===== src/rtl/lockstep_pkg.sv =====
// rtl/lockstep_pkg.sv - shared types and default constants for the lockstep checker
package lockstep_pkg;

  typedef enum logic [1:0] {
    IDLE  = 2'd0,
    FILL  = 2'd1,
    CHECK = 2'd2,
    FAULT = 2'd3
  } state_t;

  localparam int DEF_WIDTH  = 8;
  localparam int DEF_DELAY  = 2;
  localparam int DEF_THRESH = 3;
  localparam int DEF_CNT_W  = 16;

  // DELAY and THRESH are both capped at 15, so 4-bit counters cover them
  localparam int FILL_W   = 4;
  localparam int CONSEC_W = 4;

endpackage


===== src/rtl/delay_line.sv =====
// rtl/delay_line.sv - fixed-length shift register aligning the primary bus to the shadow core
module delay_line
  import lockstep_pkg::*;
#(
  parameter int WIDTH = DEF_WIDTH,
  parameter int DELAY = DEF_DELAY
) (
  input  logic             clk,
  input  logic             reset,
  input  logic [WIDTH-1:0] d,
  output logic [WIDTH-1:0] q
);

  generate
    if (DELAY == 0) begin : g_bypass
      assign q = d;
    end else begin : g_shift
      logic [WIDTH-1:0] sr [DELAY];

      // Shift every cycle unconditionally; stage DELAY-1 holds data from DELAY edges ago
      always_ff @(posedge clk or posedge reset) begin
        if (reset) begin
          for (int i = 0; i < DELAY; i++) begin
            sr[i] <= '0;
          end
        end else begin
          sr[0] <= d;
          for (int i = 1; i < DELAY; i++) begin
            sr[i] <= sr[i-1];
          end
        end
      end

      assign q = sr[DELAY-1];
    end
  endgenerate

endmodule


===== config.mk =====
export PLATFORM = sky130hd
export DESIGN_NAME = delay_line
export DESIGN_NICKNAME = d
export VERILOG_FILES = /design/src/rtl/lockstep_pkg.sv /design/src/rtl/delay_line.sv
export SDC_FILE = /design/constraint.sdc
export NUM_CORES = 1
export LEC_CHECK = 0
export CAP_MARGIN = 20
export CORE_AREA = 10 10 47 49
export DETAILED_ROUTE_END_ITERATION = 10
export DIE_AREA = 0 0 57 59
export HOLD_SLACK_MARGIN = 0.08
export PLACE_DENSITY_LB_ADDON = 0.05
export SETUP_SLACK_MARGIN = 0.05
export SLEW_MARGIN = 40
export SYNTH_ARGS = -nofsm -noshare
export SYNTH_HDL_FRONTEND = slang
export SYNTH_SLANG_ARGS = --single-unit

===== constraint.sdc =====
create_clock -name clk -period 0.8 [get_ports clk]
set_input_delay 0.2 -clock clk [delete_from_list [all_inputs] [get_ports clk]]
set_output_delay 0.2 -clock clk [all_outputs]
set_load 0.01 [all_outputs]

# Word-level counts from Yosys, hierarchy flattened
# Cells that the tools add are included.
# Widths: inputs -> output; s select.
# word_totals
out_inout_bits,8
wordCells,2
ff_bits,16

# Longest topological paths before layout
# logic_depth
word_depth,0
depth_mapped,1
mapped_depth_nobuf,1

# Least setup slack after synthesis
# No wires, ideal clock.
# synth_timing
path_type,register to output
start,"register g_shift.sr, in the netlist q[0]"
end,output port q[0]
path_buffers,1
required_time_ps,600
path_slack_ps,133
stages_incl_launch_ff,2
arrival_ps,467
path_cell_list,dfrtp_1 > buf_4
# synth_lines
element,line,rtl
from (decl),delay_line.sv:18,logic [WIDTH-1:0] sr [DELAY];
"from (signal, indexed assignment)",delay_line.sv:29,sr[i] <= sr[i-1];
to (decl),delay_line.sv:11,output logic [WIDTH-1:0] q
# No word-level cell between the ends.

# Worst setup path after layout
# layout_timing
start,"register g_shift.sr, in the netlist q[6]"
end,output port q[6]
# No word-level cell between the ends.

==> impl_table.tex <==
\begin{tabular}{lr}
\hline
Metric & Value \\
\hline
\multicolumn{2}{l}{\textbf{Timing}} \\
Setup-failing EPs final & 8 \\
Hold violation total from the final report & 0 \\
Final critical-path share of the clock period & 123.9\% \\
Post-route worst setup slack & -0.1915 ns \\
Max Transition Viols Final & 0 \\
Worst hold slack across all endpoints & 0.1958 ns \\
Max Fclk & $\sim$1.0 GHz \\
TNS Setup & -1.418 ns \\
Worst Max-Slew Pin Slew & 0.1053 ns \\
Relative slew margins & around 93\% \\
Setup repair after global routing missed its margin & yes \\
Shortest period the worst path allows & a little under 1 ns \\
Clock Skew & 0.001303 ns \\
\multicolumn{2}{l}{\textbf{Finish}} \\
Share of post-route cells with drive strength above 1 & between 30\% and 40\% \\
Layout fillers & between 100 and 150 \\
Multi-input gates & 0 \\
Area grow syn2layout & 33.15\% \\
Ant. Diodes & 0 \\
Sequential cell area in the final layout & 400.4 µm² \\
Fin nets & between 50 and 60 \\
Commonest cells after routing, fill and taps aside & sky130\_fd\_sc\_hd\_\_dfrtp\_1, sky130\_fd\_sc\_hd\_\_clkdlybuf4s50\_1, sky130\_fd\_sc\_hd\_\_buf\_2 \\
Most common cell after layout, fill and taps aside & sky130\_fd\_sc\_hd\_\_dfrtp\_1 \\
Area of the multi-input gates & 0 µm² \\
\multicolumn{2}{l}{\textbf{Power and ir drop}} \\
Power dissipated by switching net loads & 277.8 µW \\
Clk pwr share & between 30\% and 40\% \\
Combinational share of power & under 10\% \\
Static Leakage & 0.0002933 µW \\
Worst-case vdd ir drop & between 0.001 and 0.0015 V \\
Final Total Pwr & between 1000 and 1500 µW \\
Sequential power share & 58.6\% \\
Ratio of total power to cell area & approximately 2400 mW/mm² \\
Internal power & about 1200 µW \\
Switching power as a share of total power & 18.94\% \\
\multicolumn{2}{l}{\textbf{Yosys}} \\
Post-synthesis average cell area & 18.57 µm² \\
Sequential share of the synthesized area & between 80\% and 90\% \\
Yosys warning total & 0 \\
Netlist area before placement & roughly 460 µm² \\
Cells after synthesis & 25 \\
Post-synthesis register bit count & 16 \\
Post-synth cell types & 3 \\
Net count after synthesis & 35 \\
\multicolumn{2}{l}{\textbf{Worst setup path}} \\
Peak per-stage delay on the critical path & around 0.38 ns \\
Slowest stage cell, crit path & sky130\_fd\_sc\_hd\_\_dfrtp\_1 \\
Required @ worst endpoint & roughly 0.60 ns \\
Cells traversed along the worst timing path & buf\_2 \\
Type of element launching the critical path & register \\
Max Fanout on Critical Path & 1 \\
Critical path endpoint category & primary output \\
Worst Setup Path Type & reg -> out \\
Crit path buf inv count & 1 \\
CP arrival & approximately 0.79 ns \\
Top delay family on crit path & flip-flops \\
\multicolumn{2}{l}{\textbf{Global routing}} \\
Via count of the first global-routing pass & 279 \\
Number of antenna violations at the first check in global routing & 0 \\
Maximum number of pins on one net before global-route repair & 10 \\
First-pass GRT wire length & between 1000 and 1500 µm \\
GRT Residual Overflow & 0 \\
Overall track demand over capacity in global routing & approximately 4.7\% \\
\multicolumn{2}{l}{\textbf{Placement}} \\
Number of port buffers & 17 \\
RePlAce Congestion & between 0.5 and 0.6 \\
\multicolumn{2}{l}{\textbf{Run}} \\
Count of max-cap constraint violations & 0 \\
\multicolumn{2}{l}{\textbf{CTS}} \\
Hold Buf Count CTS & 0 \\
H-tree lvl count & 1 \\
Clock transition at the register clock pins on the worst setup and hold paths after CTS & 0.09 ns \\
Insertion delay to the later sink of the worst-skew pair & 0.27 ns \\
CTS tree & built \\
TritonCTS Sinks & 16 \\
CTS Buffer Depth & 2 \\
Clock Root Buffer & sky130\_fd\_sc\_hd\_\_clkbuf\_4 \\
CTS Buf Count & 3 \\
\multicolumn{2}{l}{\textbf{Die}} \\
Initial core utilization & approximately a third \\
Ports placed on the boundary & 18 \\
Std-Cell Rows & 14 \\
Die ar. & 0.003363 mm² \\
Placeable core region & approximately 0.0014 mm² \\
Overall die height & 59 µm \\
Die width & $\sim$57 µm \\
\multicolumn{2}{l}{\textbf{Routing}} \\
Number of vias after detailed routing & around 220 \\
Number of violations reported at the end of detailed-routing iteration 0 & 3 \\
Number of iterations in the first detailed-routing pass & 2 \\
Vias per cell & roughly 3.8 \\
Antenna Violating Nets Remaining & 0 \\
Wirelength per Cell & roughly 12 µm \\
Drc violations & 0 \\
Total Wirelength & $\sim$690 µm \\
\multicolumn{2}{l}{\textbf{Outcome}} \\
Run status & finished with violations \\
Violations in the final reports & negative setup slack \\
\multicolumn{2}{l}{\textbf{Worst hold path}} \\
Class of the tightest hold or removal check & in -> async \\
\hline
\end{tabular}
## Yosys cell counts
| cell type | instances | area share, % |
|---|---|---|
| sky130_fd_sc_hd__inv_1 | 1 | 0.81 |
| sky130_fd_sc_hd__dfrtp_1 | 16 | 86 |
| sky130_fd_sc_hd__buf_4 | 8 | 13 |
## registers in the layout, summed over array words and instances, names as in the netlist
signal and cells:
g_shift.sr 8, q 8
## per-layer routing
| metal | wire length (µm) | vias to the layer above | part of all wire, % | track usage [%] |
|---|---|---|---|---|
| met5 | 0 | - | 0 | 0 |
| li1 | - | 95 | - | - |
| met3 | 86 | 0 | 12 | 3.219 |
| met2 | 355 | 12 | 52 | 7.442 |
| met1 | 247 | 108 | 36 | 3.727 |
| met4 | 0 | 0 | 0 | 5.034 |
## logic make-up after synthesis
family / synth area share (%)
flip-flops: 86.25
buffers and inverters: 13.75
## final timing paths
kind | startpoint | endpoint | slack, ns | cells after the start
max | q[6] | q[6] | -0.19 | 1
min | reset | q[6] | 0.20 | 3
max reg2reg | g_shift.sr[9] | q[1] | 0.31 | 0
min reg2reg | g_shift.sr[8] | q[0] | 0.35 | 0
max in group asynchronous | reset | q[1] | 0.48 | 3
min in group clk | d[1] | g_shift.sr[9] | 0.35 | 1
## stage by stage
| step | cell area, µm² | utilization (%) | setup slack [ns] | instances |
|---|---|---|---|---|
| after floorplan | 464.2 | - | 0.1332 | 25 |
| after global placement | 609.3 | 43.48 | -0.2396 | 52 |
| after detailed placement | 609.3 | 43.48 | -0.2594 | 52 |
| after CTS | 605.6 | 43.21 | -0.2059 | 56 |
| after global routing | 618.1 | 44.11 | -0.2293 | 56 |
| final | 618.1 | 44.11 | -0.1915 | 56 |
## cell type report
type                  count  share of cell area [%]
Clock buffer              4                   5.870
Tap cell                 16                   3.239
Timing Repair Buffer     19                   25.51
Inverter                  1                  0.6073
Sequential cell          16                   64.78
## power groups by stage
stage,registers (µW),logic [µW],clock network [µW]
2_1_floorplan,872,52.9,0
3_3_place_gp,874,119,0
3_5_place_dp,877,121,0
4_1_cts,860,101,530
5_1_grt,865,113,570
6_report,860,104,503
## timing repair
item	in CTS	in global routing
resized for setup	32	2
endpoints found under the hold margin	0	0
setup endpoints to repair	8	8
setup buffers	0	0
No activity file was read; power rests on OpenSTA's default activity.
